## src/rtl/ttl_piso_serializer.sv

```systemverilog
// Multi-lane parallel-in/serial-out shifter with a valid/ready load handshake,
// per-frame MSB/LSB-first direction, shift stall and a frame-done pulse.
module ttl_piso_serializer #(
  parameter int WIDTH    = 8,
  parameter int CHANNELS = 1
) (
  input  logic                        CLK,
  input  logic                        RST,
  input  logic [WIDTH*CHANNELS-1:0]   D,
  input  logic                        LOAD_VALID,
  output logic                        LOAD_READY,
  input  logic                        DIR,
  input  logic                        CLK_EN,
  input  logic [CHANNELS-1:0]         DS,
  output logic [WIDTH*CHANNELS-1:0]   Q,
  output logic [CHANNELS-1:0]         SO,
  output logic                        BUSY,
  output logic                        FRAME_DONE,
  output logic [$clog2(WIDTH)-1:0]    BIT_CNT
);

  localparam int CW = $clog2(WIDTH);

  typedef enum logic {IDLE, SHIFT} state_t;

  state_t                      state_reg, state_next;
  logic                        dir_reg, dir_next;
  logic [WIDTH*CHANNELS-1:0]   q_reg, q_next;
  logic [WIDTH*CHANNELS-1:0]   shifted;
  logic [CW-1:0]               cnt_reg, cnt_next;
  logic                        done_reg, done_next;
  logic                        last_bit;
  logic                        accept;

  // Every lane shifts in lockstep; DS fills the end vacated by the shift.
  generate
    for (genvar gi = 0; gi < CHANNELS; gi++) begin : g_lane
      assign shifted[gi*WIDTH +: WIDTH] = dir_reg
          ? {DS[gi], q_reg[gi*WIDTH+WIDTH-1 : gi*WIDTH+1]}
          : {q_reg[gi*WIDTH+WIDTH-2 : gi*WIDTH], DS[gi]};
      assign SO[gi] = dir_reg ? q_reg[gi*WIDTH] : q_reg[gi*WIDTH+WIDTH-1];
    end
  endgenerate

  assign last_bit   = (state_reg == SHIFT) && CLK_EN && (cnt_reg == CW'(WIDTH - 1));
  assign LOAD_READY = (state_reg == IDLE) || last_bit;
  assign accept     = LOAD_VALID && LOAD_READY;

  always_comb begin
    state_next = state_reg;
    dir_next   = dir_reg;
    q_next     = q_reg;
    cnt_next   = cnt_reg;
    done_next  = last_bit;
    // A load on the last bit replaces the final shift, so frames run gap-free.
    if (accept) begin
      q_next     = D;
      cnt_next   = '0;
      dir_next   = DIR;
      state_next = SHIFT;
    end else if (state_reg == SHIFT && CLK_EN) begin
      q_next = shifted;
      if (last_bit) begin
        cnt_next   = '0;
        state_next = IDLE;
      end else begin
        cnt_next = cnt_reg + CW'(1);
      end
    end
  end

  always_ff @(posedge CLK) begin
    if (RST) begin
      state_reg <= IDLE;
      dir_reg   <= 1'b0;
      q_reg     <= '0;
      cnt_reg   <= '0;
      done_reg  <= 1'b0;
    end else begin
      state_reg <= state_next;
      dir_reg   <= dir_next;
      q_reg     <= q_next;
      cnt_reg   <= cnt_next;
      done_reg  <= done_next;
    end
  end

  assign Q          = q_reg;
  assign BUSY       = (state_reg == SHIFT);
  assign FRAME_DONE = done_reg;
  assign BIT_CNT    = cnt_reg;

endmodule

```

## config.mk

```make
export PLATFORM = sky130hd
export DESIGN_NAME = ttl_piso_serializer
export DESIGN_NICKNAME = d
export VERILOG_FILES = /design/src/rtl/ttl_piso_serializer.sv
export SDC_FILE = /design/constraint.sdc
export NUM_CORES = 1
export LEC_CHECK = 0
export BUFFER_PORTS_ARGS = -buffer_cell sky130_fd_sc_hd__buf_4
export CORE_AREA = 5 5 46 48
export DETAILED_ROUTE_END_ITERATION = 8
export DIE_AREA = 0 0 51 53
export PLACE_DENSITY_LB_ADDON = 0.05
export SLEW_MARGIN = 10
export SYNTH_ARGS = -nofsm -noshare
export SYNTH_HDL_FRONTEND = slang
export SYNTH_SLANG_ARGS = --single-unit
```

## constraint.sdc

```tcl
create_clock -name CLK -period 3.8 [get_ports CLK]
set_input_delay 0.57 -clock CLK [delete_from_list [all_inputs] [get_ports CLK]]
set_output_delay 0.57 -clock CLK [all_outputs]
set_load 0.05 [all_outputs]
```

# Word level (Yosys, flattened, before mapping)
# Index checks and enable logic that the tools add are counted.
# totals
regBits	14
elab_cells	24
in_bits	14
output_inout_bits	15
# op_classes
muxes	8
n_eq_ne	1
addsub	1
n_reduce_logical	8
bitwise_logic	1
# ops
cell	count
$mux W8	3
$mux W1	4
$reduce_bool A2 Y1	2
$add A3 B1 Y3 const B	1
$eq A3 B3 Y1 const B	1
$logic_and A1 B1 Y1	3
$mux W3	1
$reduce_and A2 Y1	1
$reduce_or A2 Y1	1
$logic_or A1 B1 Y1	1
$not A1 Y1	1

# Depth between registers and ports, before layout
# Gate-level depths: netlist of run 1.
# logic_depth
word_depth	6
mapped_depth	6
depth_no_buf	6

# Worst setup path before layout of run 1
# OpenSTA, ideal clock, no wires.
# synth_path
path_type	flip-flop to output port
from	register cnt_reg[0] (netlist: BIT_CNT[0])
to	output LOAD_READY
setup_slack_ns	1.872
n_path_buf	0
t_arrival_ns	1.358
t_required_ns	3.230
path_stages_with_launch	5
cell_sequence	dfxtp_1 -> ha_1 -> ha_1 -> a21boi_4 -> inv_4
# synth_between
elab_chain_len	3
# synth_rtl
element	line_no	rtl
start, declared	30	logic [CW-1:0] cnt_reg, cnt_next;
start signal, assigned	83	cnt_reg <= cnt_next;
$eq A3 B3 Y1	45	assign last_bit = (state_reg == SHIFT) && CLK_EN && (cnt_reg == CW'(WIDTH - 1));
$logic_and A1 B1 Y1	45	
$logic_or A1 B1 Y1	46	assign LOAD_READY = (state_reg == IDLE) || last_bit;
end, declared	11	output logic LOAD_READY,
# Every way passes these cells.

# Worst setup path in the final report of run 1
# Ends and elaborated chain as after synthesis.

==> results of run 1 <==
## through the flow
stage | instance area [µm²] | setup slack [ns] | instances
after global placement | 967 | 1.98 | 116
after global routing | 990 | 1.57 | 119
after CTS | 990 | 1.64 | 119
final | 990 | 1.66 | 119
after floorplan | 779 | 1.87 | 75
after detailed placement | 967 | 1.95 | 116
## critical path: stages, from the launching register on
cell	delay, ns
sky130_fd_sc_hd__dfxtp_1	0.34
sky130_fd_sc_hd__ha_1	0.20
sky130_fd_sc_hd__ha_1	0.24
sky130_fd_sc_hd__a21boi_4	0.24
sky130_fd_sc_hd__inv_4	0.07
sky130_fd_sc_hd__buf_4	0.19
## power groups by stage
| stage | clock network, mW | registers (mW) | logic [mW] |
|---|---|---|---|
| after floorplan | 0 | 0.196 | 0.0563 |
| after global placement | 0 | 0.172 | 0.112 |
| after detailed placement | 0 | 0.172 | 0.113 |
| after CTS | 0.0881 | 0.169 | 0.113 |
| after global routing | 0.0961 | 0.171 | 0.120 |
| final | 0.0828 | 0.169 | 0.113 |
## metal layers
layer / track usage / wire length (µm)
met1: 0.180 / 785
met2: 0.230 / 833
met3: 0.0648 / 109
met4: 0.0269 / 9
met5: 0 / 0
## final timing paths
kind / startpoint / endpoint / slack [ns] / cells past startpoint
worst max-delay path: BIT_CNT[0] / LOAD_READY / 1.66 / 5
worst min register to register: BIT_CNT[1] / BIT_CNT[1] / 0.48 / 2
worst min-delay path: BIT_CNT[1] / BIT_CNT[1] / 0.48 / 2
worst max register to register: BIT_CNT[0] / Q[7] / 2.19 / 6
## logic make-up after synthesis
group	synth area share
buf+inv	0.0690
compound gates	0.318
flops	0.360
mux	0.130
simple gates	0.0915
fa+ha+maj	0.0321
## layout make-up
type / count / area, µm²
fill: 162 / 681
multi-input combinational: 55 / 445
sequential: 14 / 280
timing repair buffer: 28 / 210
clock buffer: 3 / 22.5
tap: 17 / 21.3
inverter: 2 / 10.0
## cell usage after synthesis, drive strengths merged
cell type,instances
a21boi,1
nor3b,1
nand3b,1
o21ai,1
dfxtp,14
a21o,1
inv,2
buf,4
mux2,1
nor3,1
mux2i,9
a21oi,21
and2,1
a22o,8
ha,2
nand2,4
nor2,2
nand3,1
==> flow_summary.ini, run 1 <==
[sta]
timing.final.crit_share = 0.564
rel_slew_slack = 0.668
drv_slew = 0
hold_viol_final = 0
highest_clock_rate_mhz = 466
fin_crit_ns = 2.14
timing.clock.skew_ns = 0.000640
final.setup.tns_ns = 0
number_of_setup_violations_in_the_final_report = 0
hold_slack_ns = 0.485
grt_setup_unrepaired = no
worstMarginPinSlew_ns = 0.498

[place]
detailedPlacementHpwl_um = 1320
number_of_port_buffers = 28
gp_routability_congestion = 0.729

[layout]
mostFrequentLayoutCell = sky130_fd_sc_hd__buf_4
ant_cells = 0
area_growth_pct = 27.0
layout.nets = 120
utilization = 0.593
layout-drive-gt1-share = 0.451
top_library_cells_by_usage_in_the_layout_fill_and_taps_aside = sky130_fd_sc_hd__buf_4 (28), sky130_fd_sc_hd__dfxtp_1 (14), sky130_fd_sc_hd__a21oi_1 (12)
largest_register_ff_count = 8

[yosys]
yosys-top-cells-area = sky130_fd_sc_hd__dfxtp_1 (36%), sky130_fd_sc_hd__mux2i_1 (12%), sky130_fd_sc_hd__a21oi_2 (9.0%)
post_synth_cell_types = 24
syn_nets = 91
syn_area_per_cell_um2 = 10.4
synth_top_cell_area_share = 0.360
netlist_instances = 75
yosys_register_bits = 14
synth.cell_area_um2 = 779
synth_top_area_cell = sky130_fd_sc_hd__dfxtp_1
synthesis.yosys.warnings = 0
synth-seq-area-share = 0.360

[critical_path]
data_arrival_time_of_the_critical_path_ns = 1.57
criticalPathCategory = reg -> out
worst_setup_path_start_kind = register
worstSetupEndpointType = output port
worst_ep_required_time_ns = 3.23
path_max_fanout = 5

[clock_tree]
post_cts_buffers = 0
hold_fix_buffers_at_cts = 0
htree_num_levels = 1
cts_num_sinks = 14
post_cts_resized = 0
cts_buffer_depth = 2
cts.reportedPaths.clkPinSlew_ns = 0.08
numCtsBuffers = 3
cts_tree = done
clkLatencyLatePin_ns = 0.27
cts_root_buffer = sky130_fd_sc_hd__clkbuf_4

[power_and_ir_drop]
p_leak_nw = 0.418
p_int_mw = 0.237
total_power_mw = 0.364
netSwitchingPower_mw = 0.128
clock_power_share = 0.227
power.combinational.fraction = 0.309
vdd_ir_drop_max_mv = 0.239
power_per_cell_area_mw_per_mm2 = 368
pwr-share-seq = 0.464
power.share.switching = 0.350

[drt]
route.detailed.wl_per_inst_um = 14.6
antenna_violating_nets_left = 0
num_vias = 648
drtPass1Iterations = 4
drt_iter0_drc = 9
viasPerCell = 5.45
remaining_drc_errors = 0
postRouteWirelength_um = 1740

[grt]
wire_length_of_the_first_global_routing_pass_um = 2940
grt_pass1_vias = 650
antenna_violations_before_repair = 0
grtUsageTotal = 0.145
globalRoute.totalOverflow = 0
grt_start_max_net_pins = 13

[die]
placementRows = 15
die_h_um = 53
fp.coreArea_mm2 = 0.00167
start_util = 0.467
ports_placed_on_the_boundary = 29
fp.dieArea_mm2 = 0.00270
die_w_um = 51

[hold_path]
min_path_type = reg -> reg

[run_status]
status = complete, no violations

[flow_run]
drv.max_cap_violation_count = 0
Note: power is estimated with default switching activity, not from simulation.
==> inputs of run 2 (changes only) <==
ABC_AREA = 1   (was default)
CORE_AREA = 5 5 51 53   (was 5 5 46 48)
DIE_AREA = 0 0 56 58   (was 0 0 51 53)
clock period = 1.95 ns   (was 3.8 ns; I/O delays follow)
==> flow_summary.ini, run 2 <==
[place]
detailedPlacementHpwl_um = 1510
gp_routability_congestion = 0.801
number_of_port_buffers = 28
post-place-ws_ns = 0.389

[layout]
mostFrequentLayoutCell = sky130_fd_sc_hd__nand2_1
top_library_cells_by_usage_in_the_layout_fill_and_taps_aside = sky130_fd_sc_hd__nand2_1 (56), sky130_fd_sc_hd__buf_4 (31), sky130_fd_sc_hd__dfxtp_1 (14)
largest_register_ff_count = 8
layout-drive-gt1-share = 0.359
layout.nets = 173
ant_cells = 0
area_growth_pct = 28.7
final.fill_count = 223

[yosys]
synth_edf_count = 0
synth_flop_cell = sky130_fd_sc_hd__dfxtp_1
synth_top_area_cell = sky130_fd_sc_hd__dfxtp_1
synth.cell_area_um2 = 880
synth-seq-area-share = 0.319
async_flop_share = 0
post_synth_most_frequent_cells = sky130_fd_sc_hd__nand2_1 (56), sky130_fd_sc_hd__dfxtp_1 (14), sky130_fd_sc_hd__nand3_1 (10)
synthesis.yosys.warnings = 0
synth_top_cell_area_share = 0.319
post_synth_cell_types = 17
syn_area_per_cell_um2 = 6.93
yosys-top-cells-area = sky130_fd_sc_hd__dfxtp_1 (32%), sky130_fd_sc_hd__nand2_1 (24%), sky130_fd_sc_hd__nand3_2 (10%)
syn_nets = 143
synth_most_common_cell = sky130_fd_sc_hd__nand2_1
netlist_instances = 127
yosys_register_bits = 14

[die]
die_w_um = 56
fp.dieArea_mm2 = 0.00325
die_h_um = 58
fp.coreArea_mm2 = 0.00211
placementRows = 17
start_util = 0.418
ports_placed_on_the_boundary = 29

[sta]
hold_slack_ns = 0.279
rel_slew_slack = 0.777
fin_crit_ns = 1.83
grt_setup_unrepaired = no
final.setup.tns_ns = 0
worstMarginPinSlew_ns = 0.333
setup_slack_ns = 0.117
number_of_setup_violations_in_the_final_report = 0
timing.clock.skew_ns = 0.000283
drv_slew = 0
timing.final.crit_share = 0.940
highest_clock_rate_mhz = 546
hold_viol_final = 0

[drt]
viasPerCell = 4.70
postRouteWirelength_um = 2040
drt_iter0_drc = 7
num_vias = 864
route.detailed.wl_per_inst_um = 11.1
drtPass1Iterations = 4
remaining_drc_errors = 0
antenna_violating_nets_left = 0

[critical_path]
timing.rr.end = Q[3]
timing.critical_path.from = BIT_CNT[0]
worst_setup_path_start_kind = register
reg2reg_from = BIT_CNT[0]
worstSetupEndpointType = output port
worst_ep_required_time_ns = 1.66
r2r_cells = 8
timing.critical_path.to = LOAD_READY
setup.reg_to_reg.worst_slack_ns = 0.38
path_max_fanout = 8
data_arrival_time_of_the_critical_path_ns = 1.54
criticalPathCategory = reg -> out

[power_and_ir_drop]
vdd_ir_drop_max_mv = 0.347
clock_power_share = 0.265
p_leak_nw = 0.577
power_per_cell_area_mw_per_mm2 = 694
power.combinational.fraction = 0.319
total_power_mw = 0.785
netSwitchingPower_mw = 0.282
power.share.switching = 0.359
pwr-share-seq = 0.416
p_int_mw = 0.504

[grt]
antenna_violations_before_repair = 0
grt_start_max_net_pins = 20
globalRoute.totalOverflow = 0
grt_pass1_vias = 801
wire_length_of_the_first_global_routing_pass_um = 3480
grtUsageTotal = 0.133

[clock_tree]
cts_num_sinks = 14
cts_tree = done
cts_root_buffer = sky130_fd_sc_hd__clkbuf_4
post_cts_buffers = 0
post_cts_resized = 0
numCtsBuffers = 3
cts.reportedPaths.clkPinSlew_ns = 0.09
hold_fix_buffers_at_cts = 0
cts_buffer_depth = 2
htree_num_levels = 1
clkLatencyLatePin_ns = 0.27

[hold_path]
min_path_type = in -> reg
hold_depth = 3

[run_status]
status = complete, no violations

[flow_run]
drv.max_cap_violation_count = 0
## run 2: cell types whose count changed after synthesis, moves of 2 or more
cell / previous run / this run
sky130_fd_sc_hd__a21oi_1: 12 / 5
sky130_fd_sc_hd__a22o_1: 8 / 0
sky130_fd_sc_hd__buf_2: 1 / 4
sky130_fd_sc_hd__inv_1: 1 / 9
sky130_fd_sc_hd__mux2i_1: 9 / 0
sky130_fd_sc_hd__nand2_1: 4 / 56
sky130_fd_sc_hd__nand2_2: 0 / 2
sky130_fd_sc_hd__nand3_1: 1 / 10
sky130_fd_sc_hd__nand3_2: 0 / 9
## run 2: kinds of logic (layout without fill, tap and decap cells)
family,Yosys count,after routing,share of synthesized area
AND/OR/NAND/NOR,81,81,0.440
buffers and inverters,17,46,0.105
flip-flops,14,14,0.319
AO/OA/AOI/OAI,13,13,0.108
adder cells (fa/ha/maj),2,2,0.0284
## run 2: worst min-delay path by stage
stage                     slack [ns]    endpoint        from
after detailed placement        0.48  BIT_CNT[2]  BIT_CNT[2]
after global routing            0.28     dir_reg         DIR
after global placement          0.47  BIT_CNT[1]  BIT_CNT[1]
after floorplan                 0.35        BUSY         RST
after CTS                       0.27     dir_reg         DIR
final                           0.28     dir_reg         DIR
## run 2: per-stage QoR
stage | cell area (µm²) | util | cells
2_1_floorplan | 880 | - | 127
3_3_place_gp | 1100 | 0.520 | 180
3_5_place_dp | 1100 | 0.520 | 180
4_1_cts | 1130 | 0.538 | 184
5_1_grt | 1130 | 0.538 | 184
6_report | 1130 | 0.538 | 184
## run 2: routing by layer
layer / track usage / vias up / part of all wire
li1: - / 459 / -
met1: 0.163 / 383 / 0.45
met2: 0.222 / 20 / 0.48
met3: 0.0356 / 2 / 0.062
met4: 0.0508 / 0 / 0.0069
met5: 0 / - / 0
## run 2: power groups by stage
stage	combinational, mW	sequential [mW]	clock, mW
3_5_place_dp	0.252	0.334	0
4_1_cts	0.253	0.327	0.216
2_1_floorplan	0.126	0.390	0
3_3_place_gp	0.252	0.334	0
5_1_grt	0.272	0.331	0.229
6_report	0.250	0.327	0.208
## run 2: cell type report
class / instances / area (µm²) / area share
Multi-Input combinational cell: 96 / 507 / 0.448
Timing Repair Buffer: 31 / 233 / 0.206
Inverter: 11 / 41.3 / 0.0365
Sequential cell: 14 / 280 / 0.248
Tap cell: 28 / 35.0 / 0.0309
Clock buffer: 4 / 36.3 / 0.0320
## run 2: critical path, cell delays in order, from the launching register on
cell and delay (ns):
sky130_fd_sc_hd__dfxtp_1 0.38, sky130_fd_sc_hd__ha_1 0.17, sky130_fd_sc_hd__ha_1 0.17, sky130_fd_sc_hd__nand3_2 0.10, sky130_fd_sc_hd__nand2_2 0.19, sky130_fd_sc_hd__buf_4 0.24
